`config.mk`:
```
export PLATFORM = sky130hd
export DESIGN_NAME = pal_macrocell_array
export DESIGN_NICKNAME = d
export VERILOG_FILES = /design/src/rtl/pal_macrocell_array.sv
export SDC_FILE = /design/constraint.sdc
export NUM_CORES = 1
export LEC_CHECK = 0
export ABC_AREA = 1
export CAP_MARGIN = 20
export CORE_UTILIZATION = 45
export CTS_BUF_LIST = sky130_fd_sc_hd__clkbuf_16
export DETAILED_ROUTE_END_ITERATION = 8
export PLACE_DENSITY_LB_ADDON = 0.25
export SLEW_MARGIN = 10
export SYNTH_ARGS = -nofsm -noshare
export SYNTH_HDL_FRONTEND = slang
export SYNTH_SLANG_ARGS = --single-unit
```
`constraint.sdc`:
```
create_clock -name clk -period 1.7 [get_ports clk]
set_input_delay 0.17 -clock clk [delete_from_list [all_inputs] [get_ports clk]]
set_output_delay 0.17 -clock clk [all_outputs]
set_load 0.02 [all_outputs]
```
`src/rtl/pal_macrocell_array.sv`:
```
// Programmable AND/OR array with per-output macrocells, loaded through a framed
// serial config port that checks the stream length before enabling outputs.
module pal_macrocell_array #(
    parameter int N_IN    = 8,
    parameter int N_TERMS = 14,
    parameter int N_OUT   = 4
) (
    input  logic            clk,
    input  logic            rst_n,
    input  logic            cfg_start,
    input  logic            cfg_valid,
    input  logic            cfg_bit,
    input  logic            cfg_last,
    input  logic            run_en,
    input  logic [N_IN-1:0] pal_in,
    output logic [N_OUT-1:0] pal_out,
    output logic            cfg_done,
    output logic            cfg_err
);
    localparam int CFG_LEN = 2*N_IN*N_TERMS + N_TERMS*N_OUT + 2*N_OUT;
    localparam int A       = 2*N_IN*N_TERMS;
    localparam int B       = A + N_TERMS*N_OUT;
    localparam int CW      = $clog2(CFG_LEN+1);

    typedef enum logic [1:0] {IDLE, LOAD, READY, ERROR} state_t;

    state_t               state_q, state_d;
    logic [CW-1:0]        cnt_q, cnt_d;
    logic [CFG_LEN-1:0]   cfg_q, cfg_d;
    logic [N_OUT-1:0]     mc_q, mc_d;

    logic [N_TERMS-1:0]   term;
    logic [N_OUT-1:0]     v;
    logic                 gate;

    // Product terms: a term with no literal selected is forced to 0.
    for (genvar t = 0; t < N_TERMS; t++) begin : g_term
        logic [N_IN-1:0] ok;
        for (genvar i = 0; i < N_IN; i++) begin : g_lit
            assign ok[i] = (~cfg_q[2*N_IN*t + 2*i]     |  pal_in[i]) &
                           (~cfg_q[2*N_IN*t + 2*i + 1] | ~pal_in[i]);
        end
        assign term[t] = (|cfg_q[2*N_IN*t +: 2*N_IN]) & (&ok);
    end

    assign gate = (state_q == READY) && run_en;

    for (genvar o = 0; o < N_OUT; o++) begin : g_mc
        assign v[o]       = (|(term & cfg_q[A + o*N_TERMS +: N_TERMS])) ^ cfg_q[B + 2*o + 1];
        assign pal_out[o] = gate & (cfg_q[B + 2*o] ? mc_q[o] : v[o]);
    end

    assign cfg_done = (state_q == READY);
    assign cfg_err  = (state_q == ERROR);

    always_comb begin
        state_d = state_q;
        cnt_d   = cnt_q;
        cfg_d   = cfg_q;
        mc_d    = mc_q;
        if (cfg_start) begin
            // Any bit presented alongside the start pulse is deliberately dropped.
            state_d = LOAD;
            cnt_d   = '0;
            mc_d    = '0;
        end else begin
            case (state_q)
                LOAD: begin
                    if (cfg_valid) begin
                        cfg_d = {cfg_bit, cfg_q[CFG_LEN-1:1]};
                        cnt_d = cnt_q + CW'(1);
                        if (cfg_last)
                            state_d = (cnt_q == CW'(CFG_LEN-1)) ? READY : ERROR;
                        else if (cnt_q == CW'(CFG_LEN-1))
                            state_d = ERROR;
                    end
                end
                READY: begin
                    if (run_en) mc_d = v;
                end
                default: ;
            endcase
        end
    end

    always_ff @(posedge clk) begin
        if (!rst_n) begin
            state_q <= IDLE;
            cnt_q   <= '0;
            cfg_q   <= '0;
            mc_q    <= '0;
        end else begin
            state_q <= state_d;
            cnt_q   <= cnt_d;
            cfg_q   <= cfg_d;
            mc_q    <= mc_d;
        end
    end
endmodule

```
==> qor.json <==
{
  "yosys": {
    "yosys.area.top_type_share_pct": 43.81,
    "netlist.top_cell.by_area": "dfxtp_1",
    "synth_edf_count": 0,
    "synthesis.area_sq_um": 13850,
    "synth.top_cells.by_count": "nor2_1 (455), nand2_1 (426), o21ai_0 (315)",
    "dominant_cell_by_count_in_the_synthesized_netlist": "nor2_1",
    "avgSynthCellArea_sq_um": 6.619,
    "ys_ff_latch": 303,
    "postSynthNetCount": 2108,
    "synthTopCellsByArea": "dfxtp_1 (44%), nor2_1 (12%), nand2_1 (12%)",
    "yosys.cell_types.count": 30,
    "asyncSetResetFlopFracSynth_pct": 0,
    "synth_flop_cell": "dfxtp_1",
    "yosys_warnings": 0,
    "synth_cells": 2092,
    "synth-seq-area-share_pct": 43.81
  },
  "clock_network": {
    "numCtsBuffers": 35,
    "clk_latency_ps": 520,
    "clock_tree.root_cell": "clkbuf_16",
    "cts_tree": "built",
    "h_tree_depth_reported_by_cts": 2,
    "clock_tree.buffer_depth": 3,
    "clk_transition_reported_paths_ps": 60,
    "clkSinkCount": 303
  },
  "worst_setup_path": {
    "logic_depth_of_the_worst_setup_path_including_buffers": 16,
    "timing.critical_path.required_ps": 1530,
    "worst_ep_arrival_time_ps": 2300,
    "timing.critical_path.slowest_stage_cell": "dfxtp_2",
    "crit_path_largest_cell_delay_ps": 330,
    "cp_top_family": "simple AND/OR/NAND/NOR gates",
    "critical_path.startpoint": "cfg_q[6]",
    "critical_path.endpoint_type": "output port",
    "crit_fanout": 4,
    "crit_type": "flop to output port",
    "critical_path.reg2reg.endpoint": "mc_q[1]",
    "timing.critical_path.buf_inv": 5,
    "crit_chain": "buf_6, nand2_2, nand4_1, nor2_1, buf_4, nand4_1, nand2_1, inv_2, nand2_1, nor2_1, nand2_1, nand2_2, nand3_2, nand2_2, inv_2, buf_6",
    "r2r_slack_ps": -610,
    "critical_path.startpoint_type": "flop",
    "endpoint": "pal_out[0]",
    "critical_path.reg2reg.startpoint": "cfg_q[6]",
    "register_to_register_path_depth": 21
  },
  "routing": {
    "via_count": 14360,
    "routed_wire_length_per_instance_microns": 14.87,
    "routed_via_density": 5.162,
    "number_of_routed_nets_with_antenna_violations": 0,
    "drc_errors": 0,
    "drt-initial-drc-count": 1244,
    "routed_wirelength_microns": 41370,
    "drt-pass1-iter-count": 7
  },
  "sta": {
    "report.final.slew_viol_count": 0,
    "period_share_pct": 145.1,
    "grt_setup_unrepaired": "true",
    "whs_ps": 21.29,
    "post-route-worst-setup-slack_ps": -766.3,
    "finalSetupViolCount": 8,
    "fin_setup_tns_ps": -3850,
    "finalClockSkew_ps": 28.83,
    "worst_slew_margin_rel_pct": 73.15,
    "post-route-min-period_ps": 2466,
    "hold_violations": 0,
    "tightest_slew_ps": 402.7,
    "highest_clock_rate_mhz": 405.5
  },
  "layout": {
    "finalNonFillerCells": 2782,
    "final_nets": 2383,
    "fill_cells": 2723,
    "final_layout_size_suffix_gt1_share_pct": 22.03,
    "syn_to_final_growth_pct": 33.03,
    "finalCoreUtilization_pct": 61.50,
    "final_cell_area_sq_um": 18420,
    "antenna-diode-count": 0
  },
  "die": {
    "floorplan.initialDensity_pct": 46.23,
    "design.die.area_sq_um": 31480,
    "fp.dieH_microns": 177.4,
    "rows": 63,
    "io_pins": 21,
    "core_area_sq_um": 29950,
    "die_width_microns": 177.4
  },
  "global_route": {
    "grt_first_pass_wirelength_microns": 65330,
    "initial_antenna_violation_count": 0,
    "pin_count_of_the_biggest_net_entering_global_routing": 107,
    "global_route.overflow_total": 0,
    "first_global_vias": 13390,
    "groute.usage.overall_pct": 25.68
  },
  "place": {
    "preCtsSetupSlack_ps": -1303,
    "post-dp-hpwl_microns": 27020,
    "dp.cells": 2699,
    "gp_congestion": 0.8774,
    "detailed_place.area_sq_um": 16690,
    "buffer_ports.inserted": 20
  },
  "hold_path": {
    "worstHoldPathType": "input port to flop"
  },
  "run": {
    "cap_viol_max_count": 0
  },
  "run_status": {
    "status": "finished, violations left",
    "violations": "negative setup slack"
  },
  "pwr": {
    "power.leakage_nw": 8.889,
    "vdd.ir_drop.worst_uv": 734.4,
    "design_power_total_mw": 17.18,
    "power_density_nw_per_um2": 932.4
  }
}
-- worst reg2reg max path, stage by stage, from the launching register on --
cell,delay [ps]
dfxtp_2,330
buf_6,120
nand2_2,60
nand4_1,190
nor2_1,170
buf_4,140
nand4_1,70
nand2_1,80
inv_2,40
nand2_1,60
nor2_1,40
nand2_1,70
nand2_2,60
buf_4,130
buf_6,100
buf_4,120
buf_4,120
buf_6,100
buf_6,100
nand3_2,50
nand2_1,50
inv_1,50
-- how the worst min path moves through the flow --
stage / cells past startpoint / slack (ps) / to / from
after global placement: 1 / 460 / cnt_q[3] / cnt_q[3]
after global routing: 3 / 40 / cfg_q[173] / rst_n
after CTS: 3 / 20 / cfg_q[41] / rst_n
after floorplan: 2 / 300 / state_q[0] / cfg_start
after detailed placement: 2 / 470 / cnt_q[8] / cnt_q[8]
final: 3 / 20 / cfg_q[41] / rst_n
-- logic make-up after synthesis --
kind of cell	count (synthesis)	share of synthesized area (%)
AO/OA/AOI/OAI	489	17.73
adder cells (fa/ha/maj)	1	0.09034
buffers and inverters	298	9.063
flip-flops	303	43.81
AND/OR/NAND/NOR	1001	29.31
-- cell type report --
cell class	instances	area [sq um]	share of cell area [%]
Clock inverter	25	111.4	0.6045
Timing Repair Buffer	351	3309	17.97
Clock buffer	37	925.9	5.026
Sequential cell	303	6086	33.04
Multi-Input combinational cell	1491	6790	36.86
Inverter	185	709.4	3.851
Tap cell	390	488.0	2.649
-- flip-flops by register name (all words and copies together) (netlist names) --
register / flops
mc_q: 4
cfg_q: 288
cnt_q: 9
state_q: 2
-- metal layers --
layer	vias to the layer above	GRT usage, %	share of wire, %
met5	-	0	0
li1	7259	-	-
met3	80	3.642	4.8
met4	0	8.654	2.6
met1	6661	31.98	43
met2	362	45.17	50
-- report_power, final --
part | switching [mW] | internal (mW)
sequential | 0.219 | 7.41
combinational | 1.53 | 1.12
clock | 2.98 | 3.92
total | 4.73 | 12.4
-- repair_timing --
action,CTS,global route
hold buffers,0,0
cloned,0,8
pin swaps,34,53
setup endpoints to repair,10,68
resized for setup,77,141
buffers inserted,17,5
-- cell usage in the layout (no fill, tap or decap), types with 6 or more instances in the layout --
cell type      synthesis  routed
dfxtp_1              303     287
clkinv_1               0       9
nand3_2                4      12
clkinv_2               0       7
clkbuf_16              0      45
a21oi_1              169     169
nand2_1              426     399
nor2_1               455     420
o21ai_1                1      45
buf_6                  9      21
dfxtp_2                0      16
nor2_4                 2       6
nand2_2                4      30
nand3_1               17       7
o21ai_0              315     266
inv_2                 15      19
inv_1                169     169
nand4_1               65      65
buf_4                  3     274
dlygate4sd2_1          0      10
buf_12                 0      26
nor2_2                18      49
Power figures use the tool's default switching activity.
==> RTL edit 1: new RTL, same flow settings <==
Take the reset off `mc_q` and load it in a clocked block of its own.
--- a/src/rtl/pal_macrocell_array.sv
+++ b/src/rtl/pal_macrocell_array.sv
@@ -90,3 +90,2 @@
             cfg_q   <= '0;
-            mc_q    <= '0;
         end else begin
@@ -95,4 +94,7 @@
             cfg_q   <= cfg_d;
-            mc_q    <= mc_d;
         end
+    end
+
+    always_ff @(posedge clk) begin
+        mc_q <= mc_d;
     end
Function: same outputs for any inputs over 4 cycles, from zero or initial values and one cycle with rst_n low; that may be too few to reach the edited logic, so the function may still have changed.
==> RTL edit 1 against the original RTL <==
- the flow still finishes with violations (setup timing)
- design area rose by 8.1%
- routed wire length rose by 14%
- sequential cell count did not move
- worst setup slack improved by 23 ps
- utilization rose by 5.0 points
- area after synthesis barely moved
- die area barely moved
- power rose by 2.3%
- critical path depth fell by 2
- non-clock buffer count rose by 27
==> RTL edit 1: results <==
[power_and_ir_drop]
p_clk_uw = 6890
p_switching_uw = 4990
p_int_uw = 12600
seq_power_uw = 7660
power.leakage_uw = 0.00923
ir_worst_vdd_mv = 0.736

[synth]
synth_top_flop_cell = dfxtp_1
ys_seq_area_share_pct = 43.8
synth_cell_type_count = 28
synth_area_per_cell_sq_um = 6.62
synth_common_cells = nor2_1, nand2_1, dfxtp_1
synthTopCellsByArea = dfxtp_1, nor2_1, nand2_1

[setup_path]
r2r-start = cfg_q[102]$_SDFFE_PN0P_
crit_end = pal_out[0]
r2r_setup_slack_ps = -670
arrival_ps = 2270
ff2ff_path_depth = 21
crit_start = cfg_q[192]$_SDFFE_PN0P_
crit_slowest_cell = dfxtp_1
slowest_delay_ps = 350
rr_endpoint = mc_q[1]$_SDFFE_PP0P_

[layout]
fin_cells = 2808
clkCellAreaFrac_pct = 5.04
fin_nets = 2411
n_clock_buffer = 35
multi_input_area_sq_um = 7490
fillers = 2394
post_route_cells_drive_above_1_share_pct = 29.7
nonClkBufAreaFrac_pct = 20.5
final_area_sq_um = 19900
signal_buffers = 378
inverters_excl_clock = 187
seq_area_share_pct = 30.6

[place]
gp_congestion = 0.895
dp_slack_ps = -1300
place_hpwl_microns = 26800
place_inst = 2683
place_area_sq_um = 16500

[clocking]
cts_max_level = 2
clk_pin_slew_ps = 60
root_buffer = clkbuf_16
numCtsBuffers = 34

[min_path]
min_to = cfg_q[186]$_SDFFE_PN0P_

[drt]
vias = 15100
routedWlPerCell_microns = 16.8

[sta]
setup_tns_ps = -12560
finalSetupViolCount = 215
setup_ws_ps = -743
final.setup_skew_ps = 20.5
holdWs_ps = 113

[outcome]
violations = setup timing
status = finished, violations left

[grt]
grt_max_degree = 79
grt_usage_pct = 25.3
first_global_vias = 13000
antenna_found_initial = 0
grt_pass1_wl_microns = 64200
==> RTL edit 1: cell count changes after synthesis, moves of 4 or more <==
cell / change
nand3_1: +4
inv_2: +6
inv_1: -6
o21ai_1: +26
nor2_1: -4
o21ai_0: -26
nand3_2: -4
==> RTL edit 1: timing repair <==
item                                    4_1_cts  5_1_grt
buffers inserted                             15       14
gates cloned                                  0       38
pin swaps                                    36       50
gates resized for setup                     103      459
endpoints found under the setup margin       15      121
==> RTL edit 1: cell families (layout without fill, tap and decap cells) <==
logic type / after synthesis / in the layout / share of synthesized area [%]
simple gates: 1001 / 1001 / 29.3
compound gates: 489 / 489 / 17.7
flops: 303 / 303 / 43.8
buf+inv: 298 / 624 / 9.05
fa+ha+maj: 1 / 1 / 0.0904
==> RTL edit 1: routing by layer <==
metal	global-route usage (%)	vias to the layer above	wire, microns
met4	7.34	0	1710
met3	3.77	137	3030
li1	-	7355	-
met1	32.9	7056	19500
met5	0	-	0
met2	43.1	516	22900
==> RTL edit 2: new RTL, same settings <==
Without the edit above. The parameter `N_IN` goes from 8 to 16.
--- a/src/rtl/pal_macrocell_array.sv
+++ b/src/rtl/pal_macrocell_array.sv
@@ -3,3 +3,3 @@
 module pal_macrocell_array #(
-    parameter int N_IN    = 8,
+    parameter int N_IN    = 16,
     parameter int N_TERMS = 14,
Ports: changed (resized pal_in); port bits go from 21 to 29. The function was not compared with the original's and may differ.
==> RTL edit 2 against the original RTL <==
- the run still ends with setup timing left
- sequential power up 76%
- count of clock-buffer cells in the layout rose by 22
- global-route usage rose by 7.4 points
- clock skew fell by 7.5 ps
- synthesized cell count grew 76%
- power rose by 86%
- worst setup slack worse by 590 ps
- area after synthesis grew 73%
- utilization rose by 8.9 points
- via count is 96% higher
- design area is 100% higher
- sequential cell count up 225
- routed wire length up 140%
- critical path type unchanged
- largest cell class unchanged
==> RTL edit 2: results <==
[drt]
top_layer_used = met4
wl_met3_microns = 7920
route.met2.wl_microns = 45700
routedWlPerCell_microns = 19.5
vias = 28200
drc = 0
wl_met1_microns = 38400
first_pass_iters = 6
first_iter_violations = 2754

[outcome]
violations = setup timing
status = finished, violations left

[clocking]
clk_latency_ps = 630
numCtsBuffers = 58
root_buffer = clkbuf_16
cts_max_level = 2

[synth]
synth_common_cells = nor2_1, nand2_1, o21ai_0
synth_nets = 3713
async_reset_ff_share_pct = 0
synth_top_flop_cell = dfxtp_1
ys_seq_area_share_pct = 44.0
synthTopCellsByArea = dfxtp_1, nor2_1, o21ai_0
synth_cell_type_count = 31
synth_area_per_cell_sq_um = 6.51
synth_edf_count = 0

[min_path]
min-delay-start = cfg_bit
min_to = cfg_q[511]$_SDFFE_PN0P_
hold_depth = 3

[place]
portBuffers = 28
place_hpwl_microns = 51300
dp_slack_ps = -1680
gp_congestion = 0.909
place_area_sq_um = 29200
place_inst = 4798

[setup_path]
crit_start = cfg_q[384]$_SDFFE_PN0P_
arrival_ps = 2890
crit_slowest_cell = dfxtp_1
ff2ff_path_depth = 23
rr_endpoint = mc_q[0]$_SDFFE_PP0P_
slowest_delay_ps = 330
r2r_setup_slack_ps = -1090

[grt]
antenna_found_initial = 2
grt_max_degree = 147
grt_usage_pct = 33.1
grt_pass1_wl_microns = 141000
grt-ovfl-total = 0
first_global_vias = 25900

[sta]
finalSetupViolCount = 511
final.setup_skew_ps = 21.3
max_slew.worst_pin.slew_ps = 829
holdWs_ps = 203
setup_tns_ps = -82330
setup_ws_ps = -1360

[layout]
reg_top3 = cfg_q: 512 flops, cnt_q: 10 flops, mc_q: 4 flops
post_route_cells_drive_above_1_share_pct = 30.6
fillers = 3865
fin_nets = 4396
fin_cells = 5101

[power_and_ir_drop]
ir_worst_vdd_mv = 0.789
power.leakage_uw = 0.0172
[RTL edit 2: cell type report]
type | instances | area, sq um | area share, %
diodes | 2 | 5.00 | 0.0135
clock buffers | 59 | 1480 | 3.99
clock inverters | 40 | 246 | 0.665
inverters | 218 | 848 | 2.29
multi-input cells | 2734 | 13500 | 36.3
flip-flops and latches | 528 | 10600 | 28.6
well taps | 688 | 861 | 2.32
repair buffers | 829 | 9470 | 25.6
repair inverters | 3 | 71.3 | 0.193
[RTL edit 2: repair_timing]
action | in CTS | in global routing
gates cloned | 70 | 36
setup endpoints to repair | 348 | 524
hold endpoints to repair | 7 | 0
resized for setup | 515 | 543
setup buffers | 75 | 51
pin swaps | 116 | 131
hold buffers | 1 | 0
[RTL edit 2: logic make-up (layout without fill, tap and decap cells)]
| family | count (synthesis) | count (layout) | share of synthesized area, % |
|---|---|---|---|
| flops | 528 | 528 | 44.0 |
| xor+xnor | 2 | 2 | 0.0730 |
| compound gates | 827 | 827 | 17.3 |
| other cells | 0 | 2 | 0 |
| buf+inv | 427 | 1149 | 7.46 |
| fa+ha+maj | 1 | 1 | 0.0521 |
| simple gates | 1904 | 1904 | 31.1 |
[RTL edit 2: tightest hold or removal path, delay by kind of cell]
family,cells,cell delay (ps)
AOI/OAI and AO/OA,2,190
buffers and inverters,1,440
[RTL edit 2: where the power goes]
| part | switching, uW | total, uW | internal, uW | leakage, uW |
|---|---|---|---|---|
| clock network | 5350 | 12000 | 6650 | 0.000904 |
| logic | 3730 | 6620 | 2890 | 0.0120 |
| registers | 457 | 13400 | 12900 | 0.00431 |
[RTL edit 2: per-layer routing]
metal  global-route usage (%)  vias up
li1                         -    13200
met1                     40.2    13200
met2                     53.7     1367
met3                     5.36      442
met4                     22.2        0
met5                        0        -
